$ cat src/rtl/alu_pkg.sv
// Shared constants for the 8-bit logic ALU and its op sequencer.
// Opcode encoding, data width and sequencer state encoding.
package alu_pkg;

    localparam int DATA_W = 8;

    localparam logic [1:0] OP_AND  = 2'b00;
    localparam logic [1:0] OP_OR   = 2'b01;
    localparam logic [1:0] OP_NAND = 2'b10;
    localparam logic [1:0] OP_NOR  = 2'b11;

    typedef logic [DATA_W-1:0] data_t;
    typedef logic [1:0]        opcode_t;

    typedef enum logic [1:0] {
        ST_IDLE = 2'b00,
        ST_EXEC = 2'b01,
        ST_DONE = 2'b10
    } seq_state_t;

endpackage

$ cat src/rtl/alu_op_sequencer.sv
// Issue/retire stage in front of the logic ALU: accept -> one settle cycle -> hold result.
// out_valid two cycles after accept; result held stable under out_ready=0, one op per 3 cycles.
module alu_op_sequencer
    import alu_pkg::*;
#(
    parameter int COUNT_W = 8
) (
    input  logic               clk,
    input  logic               rst_n,
    input  logic               in_valid,
    output logic               in_ready,
    input  logic [DATA_W-1:0]  in_a,
    input  logic [DATA_W-1:0]  in_b,
    input  logic [1:0]         in_opcode,
    input  logic               in_chain,
    output logic [DATA_W-1:0]  alu_a,
    output logic [DATA_W-1:0]  alu_b,
    output logic [1:0]         alu_opcode,
    input  logic [DATA_W-1:0]  alu_result,
    output logic               out_valid,
    input  logic               out_ready,
    output logic [DATA_W-1:0]  out_result,
    output logic [1:0]         out_opcode,
    output logic [COUNT_W-1:0] op_count
);

    seq_state_t         r_state;
    logic               r_in_ready;
    logic               r_out_valid;
    data_t              r_alu_a;
    data_t              r_alu_b;
    opcode_t            r_alu_opcode;
    data_t              r_out_result;
    opcode_t            r_out_opcode;
    logic [COUNT_W-1:0] r_op_count;
    data_t              r_last_result;
    logic               r_last_valid;

    // Chaining only takes effect once a result has actually retired since reset.
    data_t w_operand_a;
    assign w_operand_a = (in_chain && r_last_valid) ? r_last_result : in_a;

    always_ff @(posedge clk or negedge rst_n) begin
        if (!rst_n) begin
            r_state       <= ST_IDLE;
            r_in_ready    <= 1'b1;
            r_out_valid   <= 1'b0;
            r_alu_a       <= '0;
            r_alu_b       <= '0;
            r_alu_opcode  <= '0;
            r_out_result  <= '0;
            r_out_opcode  <= '0;
            r_op_count    <= '0;
            r_last_result <= '0;
            r_last_valid  <= 1'b0;
        end else begin
            case (r_state)
                ST_IDLE: begin
                    if (in_valid) begin
                        r_alu_a      <= w_operand_a;
                        r_alu_b      <= in_b;
                        r_alu_opcode <= in_opcode;
                        r_in_ready   <= 1'b0;
                        r_state      <= ST_EXEC;
                    end
                end
                ST_EXEC: begin
                    // ALU inputs have been stable for this whole cycle.
                    r_out_result <= alu_result;
                    r_out_opcode <= r_alu_opcode;
                    r_out_valid  <= 1'b1;
                    r_state      <= ST_DONE;
                end
                ST_DONE: begin
                    if (out_ready) begin
                        r_last_result <= r_out_result;
                        r_last_valid  <= 1'b1;
                        r_op_count    <= r_op_count + COUNT_W'(1);
                        r_out_valid   <= 1'b0;
                        r_in_ready    <= 1'b1;
                        r_state       <= ST_IDLE;
                    end
                end
                default: begin
                    r_out_valid <= 1'b0;
                    r_in_ready  <= 1'b1;
                    r_state     <= ST_IDLE;
                end
            endcase
        end
    end

    assign in_ready   = r_in_ready;
    assign out_valid  = r_out_valid;
    assign alu_a      = r_alu_a;
    assign alu_b      = r_alu_b;
    assign alu_opcode = r_alu_opcode;
    assign out_result = r_out_result;
    assign out_opcode = r_out_opcode;
    assign op_count   = r_op_count;

endmodule

$ cat config.mk
export PLATFORM = sky130hd
export DESIGN_NAME = alu_op_sequencer
export DESIGN_NICKNAME = d
export VERILOG_FILES = /design/src/rtl/alu_pkg.sv /design/src/rtl/alu_op_sequencer.sv
export SDC_FILE = /design/constraint.sdc
export NUM_CORES = 1
export LEC_CHECK = 0
export CAP_MARGIN = 5
export CORE_MARGIN = 2
export CORE_UTILIZATION = 30
export CTS_BUF_LIST = sky130_fd_sc_hd__clkbuf_4 sky130_fd_sc_hd__clkbuf_8
export DETAILED_ROUTE_END_ITERATION = 8
export PLACE_DENSITY = 0.65
export SYNTH_ARGS = -nofsm -noshare
export SYNTH_HDL_FRONTEND = slang
export SYNTH_SLANG_ARGS = --single-unit
$ cat constraint.sdc
create_clock -name clk -period 1.92 [get_ports clk]
set_clock_uncertainty 0.15 [all_clocks]
set_input_delay 0.48 -clock clk [delete_from_list [all_inputs] [get_ports clk]]
set_output_delay 0.48 -clock clk [all_outputs]
set_load 0.005 [all_outputs]
After elaboration in Yosys (flattened, before gate mapping)
Cells that the tools add are included.
Widths: inputs -> output; s select.
{"block": "op_classes", "addsub": 1, "eq_ne": 4, "mux": 9, "bitwise_logic": 2, "reduce_logical": 7}
{"cell": "$add 8x1->8 const B", "n": 1}
{"cell": "$mux 8", "n": 1}
{"cell": "$reduce_and 2->1", "n": 4}
{"cell": "$pmux 1 s3", "n": 2}
{"cell": "$pmux 2 s3", "n": 1}
{"cell": "$mux 2", "n": 2}
{"cell": "$ne 2x2->1 const B", "n": 2}
{"cell": "$mux 1", "n": 3}
{"cell": "$reduce_and 3->1", "n": 1}
{"cell": "$eq 2x1->1 const B", "n": 1}
{"cell": "$eq 2x2->1 const B", "n": 1}
{"cell": "$logic_not 2->1", "n": 1}
{"cell": "$not 1->1", "n": 2}
{"cell": "$logic_and 1x1->1", "n": 1}
{"block": "totals", "ff_bits": 49, "input_bits": 31}

Longest topological paths before layout
{"block": "logic_depth", "ltp_word": 3, "ltp_mapped": 6}

Worst setup path after synthesis
No wires, ideal clock.
{"block": "synth_timing", "kind": "register to register", "from": "register r_state[0]", "to": "register r_alu_b[6] (netlist: alu_b[6])", "setup_ps": 127, "t_arrival_ps": 1235, "t_required_ps": 1643, "setup_slack_ps": 408, "path_stages_with_launch": 6, "n_path_buf": 3, "path_cell_list": "dfrtp_1 > clkbuf_2 > nor3b_2 > buf_6 > buf_6 > mux2_1"}
{"block": "synth_between", "elab_chain_len": 2}
{"element": "start: declaration", "line_no": "alu_op_sequencer.sv:27", "text": "seq_state_t r_state;"}
{"element": "start signal: assignment", "line_no": "alu_op_sequencer.sv:45", "text": "r_state <= ST_IDLE;"}
{"element": "start signal: assignment", "line_no": "alu_op_sequencer.sv:64", "text": "r_state <= ST_EXEC;"}
{"element": "start signal: assignment", "line_no": "alu_op_sequencer.sv:72", "text": "r_state <= ST_DONE;"}
{"element": "$logic_not 2->1", "line_no": "alu_op_sequencer.sv:57", "text": "case (r_state)"}
{"element": "$reduce_and 2->1 (no line)"}
{"element": "end signal: assignment", "line_no": "alu_op_sequencer.sv:61", "text": "r_alu_b <= in_b;"}
{"element": "end: declaration", "line_no": "alu_op_sequencer.sv:31", "text": "data_t r_alu_b;"}
Every way passes these cells.
A chain may end at the register's enable or synchronous reset.

Final worst setup path
{"block": "layout_timing", "from": "register r_op_count[5] (netlist: op_count[5])", "to": "output op_count[5]"}
{"element": "start: declaration", "line_no": "alu_op_sequencer.sv:35", "text": "logic [COUNT_W-1:0] r_op_count;"}
{"element": "start signal: assignment", "line_no": "alu_op_sequencer.sv:78", "text": "r_op_count <= r_op_count + COUNT_W'(1);"}
{"element": "end: declaration", "line_no": "alu_op_sequencer.sv:24", "text": "output logic [COUNT_W-1:0] op_count"}
No word-level cell between the ends.

==> results.py <==
metrics = {
    "drt": {
        "ant_nets": 0,
        "wire_per_inst_um": 13.0,
        "num_vias": 1438,
        "drt_iter0_markers": 74,
        "vias_per_cell": 4.51,
        "wirelength_um": 4140,
        "firstDrtPassIters": 4,
        "drc": 0,
    },
    "clock_tree": {
        "clockBufferDepth": 2,
        "cts.clk_slew.worst_paths_ps": 90,
        "clockRootBuffer": "clkbuf_8",
        "htree_levels": 2,
        "cts_tree": "built",
        "clk-insertion-delay-late_ps": 300,
        "clkSinkCount": 49,
        "cts_buffers": 5,
    },
    "worst_setup_path": {
        "cp.arrival_ps": 1250,
        "cp-start-kind": "register",
        "critPathSlowestCell": "clkdlybuf4s50_1",
        "cp_cell_sequence": "clkdlybuf4s50_1",
        "endpoint_kind": "output port",
        "crit_buf_inv": 1,
        "path_class": "reg2out",
        "slowest_delay_ps": 530,
        "cp_max_fo": 4,
        "cp.required_ps": 1290,
        "crit_family": "buffers and inverters",
    },
    "logic_synthesis": {
        "synth_cell_types": 26,
        "syn_area_um2": 1970,
        "synth_top_area_cell": "dfrtp_1",
        "synth_nets": 191,
        "ys_async_sr_fraction_pct": 100,
        "synthCells": 159,
        "synth_edf_count": 0,
        "yosys_warnings": 0,
        "synth_most_common_cell": "dfrtp_1",
        "synth-seq-cells": 49,
        "synthTopCellsByCount": "dfrtp_1 (48), nand2_1 (31), mux2_2 (17)",
        "synth.avg_cell_area_um2": 12.4,
        "synthFlopType": "dfrtp_1",
        "seq_area_frac_synth_pct": 62.3,
        "ys_top_cells_by_area": "dfrtp_1 (61%), mux2_2 (9.7%), nand2_1 (5.9%), mux2i_1 (4.1%), a21oi_1 (2.3%)",
        "synth_top_cell_area_share_pct": 61.0,
    },
    "timing": {
        "tns_ps": 0,
        "rsz0062_at_grt": "no",
        "hold-worst-slack_ps": -13.5,
        "finalMaxSlewViolations": 0,
        "slew_headroom_pct": 70.9,
        "setup_viol": 0,
        "tightest_slew_ps": 436,
        "fmax_ghz": 0.533,
        "min_period_ps": 1880,
        "fin_ws_ps": 42.6,
        "final-hold-violation-count": 7,
        "post-route-period-util_pct": 97.8,
    },
    "run": {
        "cap_violations": 0,
    },
    "outcome": {
        "violations": "hold timing",
        "status": "complete, but fails checks",
    },
    "power": {
        "seqPwrFrac_pct": 41.7,
        "p_leak_nw": 1.31,
        "internal_power_w": 0.00318,
        "netSwitchingFraction_pct": 28.0,
        "pwr-share-clk_pct": 19.4,
        "p_sw_w": 0.00124,
        "cellPowerDensity_nw_per_um2": 1490,
        "ir_drop_mv": 0.649,
        "p_comb_share_pct": 38.9,
    },
    "grt": {
        "grt_pass1_wl_um": 6780,
        "grt_max_degree": 50,
        "grt_pass1_vias": 1439,
        "grt_usage_pct": 11.6,
        "antenna_found_initial": 0,
        "overflow": 0,
    },
    "floorplan": {
        "rows": 29,
        "coreArea_um2": 6350,
        "fp.dieW_um": 85.0,
        "die-area_um2": 7230,
        "initial_utilization_pct": 31.0,
        "die_h_um": 85.0,
        "ios": 69,
    },
    "final_layout": {
        "stdcell_area_um2": 2960,
        "final_cell_count_no_fill": 319,
        "antenna_cells": 0,
        "area_growth_pct": 50.4,
        "drive_gt1_share_pct": 18.6,
        "fin_util_pct": 46.6,
        "fin_nets": 273,
    },
    "placement": {
        "postPlaceCellArea_um2": 2780,
        "portBuffers": 68,
        "placedCellCount": 305,
        "pre_cts_ws_ps": -101,
        "place.gp.congestion": 0.719,
        "dp_hpwl_um": 2900,
    },
    "min_path": {
        "hold_path.class": "in2async",
    },
}
[kinds of logic after synthesis]
group                      synth area share, %
AOI/OAI and AO/OA                         3.30
xor gates and xnor gates                  3.11
adders and majority gates                0.635
buffers and inverters                     2.67
DFF                                       62.3
muxes                                     15.5
and+or+nand+nor                           12.5
[cells in the final DEF (no fill, tap or decap), types with 2 or more instances in the layout]
cell type        Yosys  routed
xnor2_1              4       4
dfrtp_1             48      45
nor3_1               4       4
nor2_1              10      10
a21oi_1              9       9
xor2_1               3       3
mux2_2              17      17
buf_4                2      12
mux2_1               3       3
buf_12               0       2
nand2_1             31      31
mux2i_1              8       8
clkdlybuf4s50_1      0      66
nand4_1              3       3
nand2b_1             2       2
dfrtp_2              0       3
bufinv_16            0       2
clkbuf_8             0       5
[state kept, by name, indices dropped and copies added, names as in the netlist]
name,cells
alu_a,8
alu_b,8
alu_opcode,2
in_ready,1
op_count,8
out_opcode,2
out_result,8
out_valid,1
r_last_result,8
r_last_valid,1
r_state,2
[what timing repair did]
item                                    CTS  global route
gates cloned                              0             0
gates resized for setup                   3             1
hold buffers                              0             0
endpoints found under the setup margin    3             4
buffers inserted                          0             6
[layer usage]
layer / vias up / share of wire, % / routed length [um] / global-route usage, %
li1: 704 / - / - / -
met1: 683 / 46 / 1900 / 15.6
met2: 44 / 46 / 1900 / 17.6
met3: 7 / 6.1 / 254 / 2.72
met4: 0 / 2.2 / 89 / 6.06
met5: - / 0 / 0 / 0
[worst register-to-register path: stages, from the launching register on]
cell and delay, ps:
dfrtp_1 520, nor2b_1 230, buf_4 200, mux2_2 340
[per-stage QoR]
stage,hold WS [ps],power [W]
after floorplan,34.4,0.00251
after global placement,302,0.00348
after detailed placement,307,0.00351
after CTS,6.93,0.00438
after global routing,18.4,0.00470
final,-13.5,0.00442
[final cells by class]
cell class / instances / area, um^2
Timing Repair Buffer: 82 / 805
Tap cell: 77 / 96.3
Sequential cell: 49 / 1230
Fill cell: 606 / 3390
Multi-Input combinational cell: 103 / 696
Clock buffer: 5 / 68.8
Clock inverter: 3 / 65.1
[path summary, 6_finish.rpt]
| kind | from | end | slack, ps | cells past startpoint |
|---|---|---|---|---|
| max | op_count[5] | op_count[5] | 40 | 1 |
| min | rst_n | out_valid | -10 | 2 |
| max reg2reg | r_state[0] | out_result[0] | 370 | 3 |
| min reg2reg | op_count[7] | op_count[7] | 320 | 1 |
| max in group asynchronous | rst_n | op_count[2] | 1360 | 2 |
| min in group clk | op_count[7] | op_count[7] | 320 | 1 |
[power by group through the flow]
stage / Sequential [W] / Combinational (W) / Clock (W)
2_1_floorplan: 0.00182 / 0.000690 / 0
3_3_place_gp: 0.00186 / 0.00163 / 0
3_5_place_dp: 0.00187 / 0.00165 / 0
4_1_cts: 0.00186 / 0.00165 / 0.000879
5_1_grt: 0.00191 / 0.00187 / 0.000923
6_report: 0.00184 / 0.00172 / 0.000859
No activity file was read; power rests on OpenSTA's default activity.
